## src/rtl/op_sequencer.sv

```systemverilog
// op_sequencer: microsequencer that steps the datapath control strobes through
// the fetch (T0..T2) and execute (T3..T6) phases of one register-register ALU
// instruction, started by a start pulse and closed by a done pulse.
//
// Optional build macro: R0_ZERO_EN -- R0 is hardwired to zero, so reg_in[0] and
// reg_out[0] are never asserted. When undefined, R0 is an ordinary register.
//
// Ports:
//   clk          system clock
//   reset        asynchronous active-low reset
//   start        begin one instruction (sampled only in IDLE)
//   mem_rdy      memory read complete, qualifies T1
//   ir           IR contents from the datapath, valid from T3
//   reg_out      one-hot register-to-bus enables
//   reg_in       one-hot register load enables
//   pc_out..lo_in  single-bit datapath strobes
//   alu_op       one-hot ALU select
//   busy         high from T0 through the final step
//   done         one-cycle pulse in the final step
//   illegal      one-cycle pulse with done on an undecodable instruction
//   instr_count  completed-instruction counter (wraps)
module op_sequencer #(
    parameter int unsigned NUM_REGS = 16,
    parameter int unsigned CNT_W    = 16
) (
    input  logic                clk,
    input  logic                reset,
    input  logic                start,
    input  logic                mem_rdy,
    input  logic [31:0]         ir,
    output logic [NUM_REGS-1:0] reg_out,
    output logic [NUM_REGS-1:0] reg_in,
    output logic                pc_out,
    output logic                pc_in,
    output logic                inc_pc,
    output logic                mar_in,
    output logic                mdr_in,
    output logic                mdr_out,
    output logic                read,
    output logic                ir_in,
    output logic                y_in,
    output logic                z_in,
    output logic                zlow_out,
    output logic                zhigh_out,
    output logic                hi_in,
    output logic                lo_in,
    output logic [12:0]         alu_op,
    output logic                busy,
    output logic                done,
    output logic                illegal,
    output logic [CNT_W-1:0]    instr_count
);

    localparam int unsigned ALU_W   = 13;
    localparam int unsigned RIDX_W  = 4;

    localparam int unsigned ALU_AND  = 0;
    localparam int unsigned ALU_OR   = 1;
    localparam int unsigned ALU_ADD  = 2;
    localparam int unsigned ALU_SUB  = 3;
    localparam int unsigned ALU_MUL  = 4;
    localparam int unsigned ALU_DIV  = 5;
    localparam int unsigned ALU_SHR  = 6;
    localparam int unsigned ALU_SHRA = 7;
    localparam int unsigned ALU_SHL  = 8;
    localparam int unsigned ALU_ROR  = 9;
    localparam int unsigned ALU_ROL  = 10;
    localparam int unsigned ALU_NEG  = 11;
    localparam int unsigned ALU_NOT  = 12;

    typedef enum logic [3:0] {
        S_IDLE,
        S_T0,
        S_T1,
        S_T2,
        S_T3,
        S_BIN4,
        S_BIN5,
        S_UN4,
        S_MD4,
        S_MD5,
        S_MD6
    } state_t;

    typedef enum logic [1:0] {
        CLS_BIN,
        CLS_UN,
        CLS_MD,
        CLS_BAD
    } cls_t;

    state_t              state_q, state_d;
    logic [RIDX_W-1:0]   ra_q, rb_q, rc_q;
    logic [ALU_W-1:0]    alu_q;
    logic [CNT_W-1:0]    instr_count_q, instr_count_d;

    logic [4:0]          dec_op;
    logic [RIDX_W-1:0]   dec_ra, dec_rb, dec_rc;
    cls_t                dec_cls;
    logic [ALU_W-1:0]    dec_alu;
    logic                dec_bad;
    logic                ir_unused;

    assign dec_op    = ir[31:27];
    assign dec_ra    = ir[26:23];
    assign dec_rb    = ir[22:19];
    assign dec_rc    = ir[18:15];
    assign ir_unused = ^ir[14:0];

    // Register field lies inside the implemented register file.
    function automatic logic reg_ok(input logic [RIDX_W-1:0] r);
        return {1'b0, r} < 5'(NUM_REGS);
    endfunction

    // One-hot register select.
    function automatic logic [NUM_REGS-1:0] reg_sel(input logic [RIDX_W-1:0] r);
        logic [NUM_REGS-1:0] v;
        v = '0;
        for (int unsigned i = 0; i < NUM_REGS; i++) begin
            if (RIDX_W'(i) == r) v[i] = 1'b1;
        end
        return v;
    endfunction

    // Opcode decode: instruction class and ALU select.
    always_comb begin : decode
        dec_cls = CLS_BAD;
        dec_alu = '0;
        case (dec_op)
            5'd3:  begin dec_cls = CLS_BIN; dec_alu[ALU_ADD]  = 1'b1; end
            5'd4:  begin dec_cls = CLS_BIN; dec_alu[ALU_SUB]  = 1'b1; end
            5'd5:  begin dec_cls = CLS_BIN; dec_alu[ALU_AND]  = 1'b1; end
            5'd6:  begin dec_cls = CLS_BIN; dec_alu[ALU_OR]   = 1'b1; end
            5'd7:  begin dec_cls = CLS_BIN; dec_alu[ALU_ROR]  = 1'b1; end
            5'd8:  begin dec_cls = CLS_BIN; dec_alu[ALU_ROL]  = 1'b1; end
            5'd9:  begin dec_cls = CLS_BIN; dec_alu[ALU_SHR]  = 1'b1; end
            5'd10: begin dec_cls = CLS_BIN; dec_alu[ALU_SHRA] = 1'b1; end
            5'd11: begin dec_cls = CLS_BIN; dec_alu[ALU_SHL]  = 1'b1; end
            5'd15: begin dec_cls = CLS_MD;  dec_alu[ALU_MUL]  = 1'b1; end
            5'd16: begin dec_cls = CLS_MD;  dec_alu[ALU_DIV]  = 1'b1; end
            5'd17: begin dec_cls = CLS_UN;  dec_alu[ALU_NEG]  = 1'b1; end
            5'd18: begin dec_cls = CLS_UN;  dec_alu[ALU_NOT]  = 1'b1; end
            default: begin dec_cls = CLS_BAD; dec_alu = '0; end
        endcase
        // Rc is only read by binary ops.
        dec_bad = (dec_cls == CLS_BAD) || !reg_ok(dec_ra) || !reg_ok(dec_rb)
                  || ((dec_cls == CLS_BIN) && !reg_ok(dec_rc));
    end

    // State and counter registers.
    always_ff @(posedge clk or negedge reset) begin : state_reg
        if (!reset) begin
            state_q       <= S_IDLE;
            instr_count_q <= '0;
        end else begin
            state_q       <= state_d;
            instr_count_q <= instr_count_d;
        end
    end

    // Decoded fields held for the execute steps after T3.
    always_ff @(posedge clk or negedge reset) begin : field_reg
        if (!reset) begin
            ra_q  <= '0;
            rb_q  <= '0;
            rc_q  <= '0;
            alu_q <= '0;
        end else if (state_q == S_T3) begin
            ra_q  <= dec_ra;
            rb_q  <= dec_rb;
            rc_q  <= dec_rc;
            alu_q <= dec_alu;
        end
    end

    // Next state and Moore strobe decode.
    always_comb begin : fsm_comb
        state_d   = state_q;
        reg_out   = '0;
        reg_in    = '0;
        pc_out    = 1'b0;
        pc_in     = 1'b0;
        inc_pc    = 1'b0;
        mar_in    = 1'b0;
        mdr_in    = 1'b0;
        mdr_out   = 1'b0;
        read      = 1'b0;
        ir_in     = 1'b0;
        y_in      = 1'b0;
        z_in      = 1'b0;
        zlow_out  = 1'b0;
        zhigh_out = 1'b0;
        hi_in     = 1'b0;
        lo_in     = 1'b0;
        alu_op    = '0;
        busy      = (state_q != S_IDLE);
        done      = 1'b0;
        illegal   = 1'b0;

        case (state_q)
            S_IDLE: begin
                if (start) state_d = S_T0;
            end
            S_T0: begin
                pc_out  = 1'b1;
                mar_in  = 1'b1;
                inc_pc  = 1'b1;
                z_in    = 1'b1;
                state_d = S_T1;
            end
            S_T1: begin
                zlow_out = 1'b1;
                pc_in    = 1'b1;
                read     = 1'b1;
                mdr_in   = 1'b1;
                if (mem_rdy) state_d = S_T2;
            end
            S_T2: begin
                mdr_out = 1'b1;
                ir_in   = 1'b1;
                state_d = S_T3;
            end
            S_T3: begin
                if (dec_bad) begin
                    done    = 1'b1;
                    illegal = 1'b1;
                    state_d = S_IDLE;
                end else begin
                    case (dec_cls)
                        CLS_BIN: begin
                            reg_out = reg_sel(dec_rb);
                            y_in    = 1'b1;
                            state_d = S_BIN4;
                        end
                        CLS_UN: begin
                            reg_out = reg_sel(dec_rb);
                            alu_op  = dec_alu;
                            z_in    = 1'b1;
                            state_d = S_UN4;
                        end
                        CLS_MD: begin
                            reg_out = reg_sel(dec_ra);
                            y_in    = 1'b1;
                            state_d = S_MD4;
                        end
                        default: state_d = S_IDLE;
                    endcase
                end
            end
            S_BIN4: begin
                reg_out = reg_sel(rc_q);
                alu_op  = alu_q;
                z_in    = 1'b1;
                state_d = S_BIN5;
            end
            S_BIN5, S_UN4: begin
                zlow_out = 1'b1;
                reg_in   = reg_sel(ra_q);
                done     = 1'b1;
                state_d  = S_IDLE;
            end
            S_MD4: begin
                reg_out = reg_sel(rb_q);
                alu_op  = alu_q;
                z_in    = 1'b1;
                state_d = S_MD5;
            end
            S_MD5: begin
                zlow_out = 1'b1;
                lo_in    = 1'b1;
                state_d  = S_MD6;
            end
            S_MD6: begin
                zhigh_out = 1'b1;
                hi_in     = 1'b1;
                done      = 1'b1;
                state_d   = S_IDLE;
            end
            default: state_d = S_IDLE;
        endcase

`ifdef R0_ZERO_EN
        // R0 reads as zero by leaving the bus undriven, and is never written.
        reg_out[0] = 1'b0;
        reg_in[0]  = 1'b0;
`else
        reg_out = reg_out;
        reg_in  = reg_in;
`endif

        // Every final step, legal or not, counts as a completed instruction.
        instr_count_d = done ? (instr_count_q + CNT_W'(1)) : instr_count_q;
    end

    assign instr_count = instr_count_q;

endmodule

```

## config.mk

```make
export PLATFORM = sky130hd
export DESIGN_NAME = op_sequencer
export DESIGN_NICKNAME = d
export VERILOG_FILES = /design/src/rtl/op_sequencer.sv
export SDC_FILE = /design/constraint.sdc
export NUM_CORES = 1
export LEC_CHECK = 0
export ABC_AREA = 1
export CAP_MARGIN = 15
export CORE_MARGIN = 4
export CORE_UTILIZATION = 45
export CTS_CLUSTER_SIZE = 28
export DETAILED_ROUTE_END_ITERATION = 8
export PLACE_DENSITY = 0.81
export SYNTH_ARGS = -nofsm -noshare
export SYNTH_HDL_FRONTEND = slang
export SYNTH_SLANG_ARGS = --single-unit
```

## constraint.sdc

```tcl
create_clock -name clk -period 1.88 [get_ports clk]
set_input_delay 0.376 -clock clk [delete_from_list [all_inputs] [get_ports clk]]
set_output_delay 0.376 -clock clk [all_outputs]
set_load 0.01 [all_outputs]
```

**Word-level counts from Yosys, hierarchy flattened**

Index checks and enable logic that the tools add are counted.

- Bits in registers: 45
- Logic and storage cells: 250

- Eq/ne operators: 103
- Mux-type cells: 121
- Add/subtract/negate cells: 1
- Reductions and logical operators: 19

Operators with widths:

| operator | count |
|---|---|
| == test 4 bit (first input constant) | 40 |
| two-way mux 1 bit | 106 |
| == test 3 x 4 -> 1 bit (first input constant) | 20 |
| one-hot mux 16 bit (3 select lines) | 1 |
| == test 2 x 4 -> 1 bit (first input constant) | 10 |
| two-way mux 16 bit | 2 |
| one-hot mux 16 bit (2 select lines) | 1 |
| one-hot mux 4 bit (8 select lines) | 1 |
| two-way mux 13 bit | 2 |
| one-hot mux 13 bit (2 select lines) | 1 |
| == test 5 x 4 -> 1 bit (second input constant) | 5 |
| logical NOT 4 bit | 6 |
| == test 1 x 4 -> 1 bit (first input constant) | 5 |
| == test 5 x 3 -> 1 bit (second input constant) | 4 |
| adder 16 x 1 -> 16 bit (second input constant) | 1 |
| == test 4 x 3 -> 1 bit (second input constant) | 4 |
| == test 5 bit (second input constant) | 3 |
| == test 4 bit (second input constant) | 3 |
| two-way mux 4 bit | 3 |
| one-hot mux 4 bit (3 select lines) | 1 |
| OR reduction 2 bit | 6 |
| OR reduction 9 bit | 1 |
| == test 4 x 2 -> 1 bit (second input constant) | 2 |
| one-hot mux 2 bit (3 select lines) | 1 |
| 11 further kinds | 15 |

**Logic depth before layout (Yosys ltp)**

- Depth in word-level cells: 8
- Gate-level depth with buffers: 12

**Least setup slack after synthesis**

No wires, ideal clock.

- Path kind: reg-to-output
- From: reg state_q[0]
- To: out reg_out[4]
- Path slack: 0.031 ns
- Buffers on the path: 1
- Required time: 1.504 ns
- Arrival time: 1.473 ns
- Stages on the path, launching flop included: 7
- Path through: dfrtp_1 nor2_2 inv_1 nor2_2 buf_2 nand4_1 o21ai_0

- Longest elaborated chain between the ends: 2
- Elaborated cells between the ends (all ways): 4
- Those cells by class: 3 x eq/ne; 1 x mux

RTL lines:

| item | RTL line | text |
|---|---|---|
| from (decl) | 92 | `state_t state_q, state_d;` |
| from (signal assigned) | 156 | `state_q <= state_d;` |
| == test 4 bit / == test 4 x 3 -> 1 bit (equally long branches) | 200 | `case (state_q)` |
| one-hot mux 16 bit (3 select lines) * | 200 |  |
| to (decl) | 31 | `output logic [NUM_REGS-1:0] reg_out,` |

Mark *: on every way between the ends. The rest lies on a longest branch, timed or not.

**Worst setup path in the final report**

- From: reg state_q[3]
- To: out reg_out[13]

Same word-level chain as after synthesis.

==> summary.txt <==
Global route
  • Met3 usage: 4.971%
  • Number of global-route vias before repair: 3910
  • First-pass GRT wire length: 17970 um
  • GRT met1 Usage: 29.95%
  • GR peak layer: met2
  • Initial antenna violation count: 0
  • Largest net degree at the start of global routing: 25
  • Met2 Use GR: 47.33%
  • Grt ovf: 0
  • GRT Total Usage: 26.39%

Synth
  • Post-Synth Adder-Cell Area: 0.4032%
  • Syn. warnings: 0
  • Library cells used by synthesis: 33
  • Synth Area in Compound Gates: 8.831%
  • Largest family of logic cells by synthesized area: simple AND/OR/NAND/NOR gates
  • Netlist Area Pre-Place: 3103 um^2
  • Number of enable flip-flop cells after synthesis: 0
  • Top_reg_cell synth: dfrtp_1
  • Proportion of synthesized area in mux cells: 0%
  • Syn Inst Count: 457
  • Area share of and/or/nand/nor cells after synthesis: 39.76%
  • Synth Area per Inst: 6.790 um^2
  • Post-Synth XOR/XNOR Area: 3.952%
  • #FFs+latches synth: 45
  • Syn nets: 494
  • Ys async rst share: 100.0%
  • Sequential-to-total area share from yosys stat: 36.29%

Setup path
  • Critical path capture point type: primary output
  • CP Cell Sequence: buf_4 > nand3_4 > buf_8 > nor2_4 > a21oi_4 > nand2_1 > nor2_2 > buf_6 > nand2_2 > o21ai_1 > buf_2
  • Slowest cell on the critical path: dfrtp_1
  • Critical Path Max Stage Delay: 0.46 ns
  • Crit path DAT: 2.03 ns
  • WP data required: 1.50 ns
  • CP Class: flop to primary output
  • Crit Path Max Fanout: 5
  • Setup crit start kind: flop

Floorplan
  • Io pins: 114
  • Num rows: 30
  • Initial core utilization: 45.93%
  • Die X: 91.04 um
  • Core ar.: 6756 um^2
  • Die footprint: 8288 um^2
  • Die H: 91.04 um

Drt
  • DR WL/cell: 16.63 um
  • Final WL: 12070 um
  • Via count: 3917
  • Vias/cell: 5.395
  • Detailed Routing Iterations Pass 1: 5
  • DRC Markers: 0
  • Post-route ant nets: 0
  • Initial DRC count: 212

Status
  • Status: finished with violations
  • Violated checks: negative setup slack

CTS
  • Skew-Pair Late Insertion Delay: 0.32 ns
  • CTS Buf Count: 5
  • Root Buffer: clkbuf_8
  • H-tree levels: 2
  • Clock Path Buffers: 2
  • TritonCTS clock tree: done
  • Clock Sinks: 45
  • Cts hold-fix bufs: 0
  • Worst-path clk slew: 0.10 ns

Finish
  • Layout net count: 682
  • Diode count: 0
  • Post-route cell area: 5348 um^2
  • Commonest cells after routing, fill and taps aside: 109 x nand2_1, 73 x buf_4, 50 x inv_1, 48 x buf_2, 45 x dfrtp_1
  • Share of cells above drive strength 1: 44.58%
  • Area Growth Syn to Fin: 72.34%
  • Fin util: 79.15%
  • Leading cell type in the layout, fill and taps excluded: nand2_1

Power and ir drop
  • P_leak: 2.555 nW
  • Worst vdd ir: 0.5358 mV
  • Total power: 5.337 mW
  • Power density over the cells: 998.0 nW/um^2

STA
  • Final setup viols: 62
  • Final WS setup: -0.5247 ns
  • Clk_skew: 0.01251 ns
  • Rel. slew slack: 62.24%
  • Period utilization: 127.9%
  • Max Slew Vio Count: 0
  • Post-layout minimum cycle time: 2.405 ns
  • Hold WS: 0.03787 ns
  • Final Hold Viols: 0
  • Max Clk Rate: 415.9 MHz
  • RSZ-0062 raised after global routing: yes
  • Worst-margin pin slew: 0.5665 ns

Min path
  • Hold Path Class: input port to async pin

Place
  • Final HPWL DP: 7204 um
  • IO Port Bufs: 98
  • RePlAce Congestion: 0.9039
  • Pre-CTS setup slack: -1.070 ns
  • Dpl cell area: 4609 um^2

Run
  • Max-Cap Viols: 0
-- synth_stat cells (4+ instances only) --
master     n  area [um^2]
inv_1     57        214.0
nor2_2     6        37.54
o21ai_0   33        165.2
nor3_1     7        35.03
nor2_1    64        240.2
xor2_1     9        78.83
nand3_1   35        175.2
nand3_2   11        110.1
o21ai_1    5        25.02
xnor2_1    5        43.79
a21oi_1    4        20.02
nand4_1    6        37.54
nand2_1  128        480.5
buf_4      6        45.04
dfrtp_1   45         1126
o32ai_1    4        35.03
inv_2      6        22.52
-- state kept, by name, summed over array words and instances, names as in the netlist --
| register | cells |
|---|---|
| state_q | 4 |
| alu_q | 13 |
| instr_count | 16 |
| rc_q | 4 |
| ra_q | 4 |
| rb_q | 4 |
-- through the flow --
stage,cells,TNS [ns]
2_1_floorplan,457,0
3_3_place_gp,687,-35.64
3_5_place_dp,687,-38.33
4_1_cts,722,-13.67
5_1_grt,726,-24.45
6_report,726,-20.39
-- worst max-delay path: cells and delay by family (launching register included) --
kind / cells / cell delay [ns]
buf+inv: 4 / 0.60
compound gates: 2 / 0.24
simple gates: 5 / 0.42
flops: 1 / 0.46
-- layer usage --
layer | share of wire [%] | routed length [um]
met1 | 37 | 4426
met3 | 6.8 | 821
met4 | 5.9 | 711
met2 | 51 | 6113
met5 | 0 | 0
-- final timing paths --
check,cells past startpoint,end,slack (ns),startpoint
hold reg to reg,2,alu_q[4],0.50,alu_q[4]
setup / recovery,11,reg_out[13],-0.52,state_q[3]
setup reg to reg,11,instr_count[14],0.01,state_q[0]
min in group clk,2,alu_q[3],0.35,ir[28]
hold / removal,1,instr_count[6],0.04,reset
max in group asynchronous,2,rc_q[1],1.31,reset
-- cells by family (layout without fill, tap and decap cells) --
logic type,count (synthesis),count (layout)
AND/OR/NAND/NOR,270,270
buffers and inverters,78,267
AO/OA/AOI/OAI,49,49
flip-flops,45,45
XOR/XNOR,14,14
adder cells (fa/ha/maj),1,1
-- power by group --
group	internal (mW)	leakage, nW	switching, mW
Combinational	1.35	1.91	1.81
Sequential	1.26	0.595	0.243
Clock	0.306	0.0518	0.374
Total	2.92	2.55	2.42
-- area by class of cell --
class                           count  area (um^2)
Timing Repair Buffer              196         1650
Clock buffer                        6        82.58
Inverter                           63        249.0
Fill cell                         437         1409
Multi-Input combinational cell    334         2122
Tap cell                           80        100.1
Clock inverter                      2        17.52
Sequential cell                    45         1126
-- repair_timing --
| action | 4_1_cts | 5_1_grt |
|---|---|---|
| buffers inserted | 27 | 5 |
| resized for setup | 376 | 63 |
| endpoints found under the setup margin | 78 | 78 |
| cloned | 1 | 0 |
| pin swaps | 35 | 16 |
No activity file was read; power rests on OpenSTA's default activity.
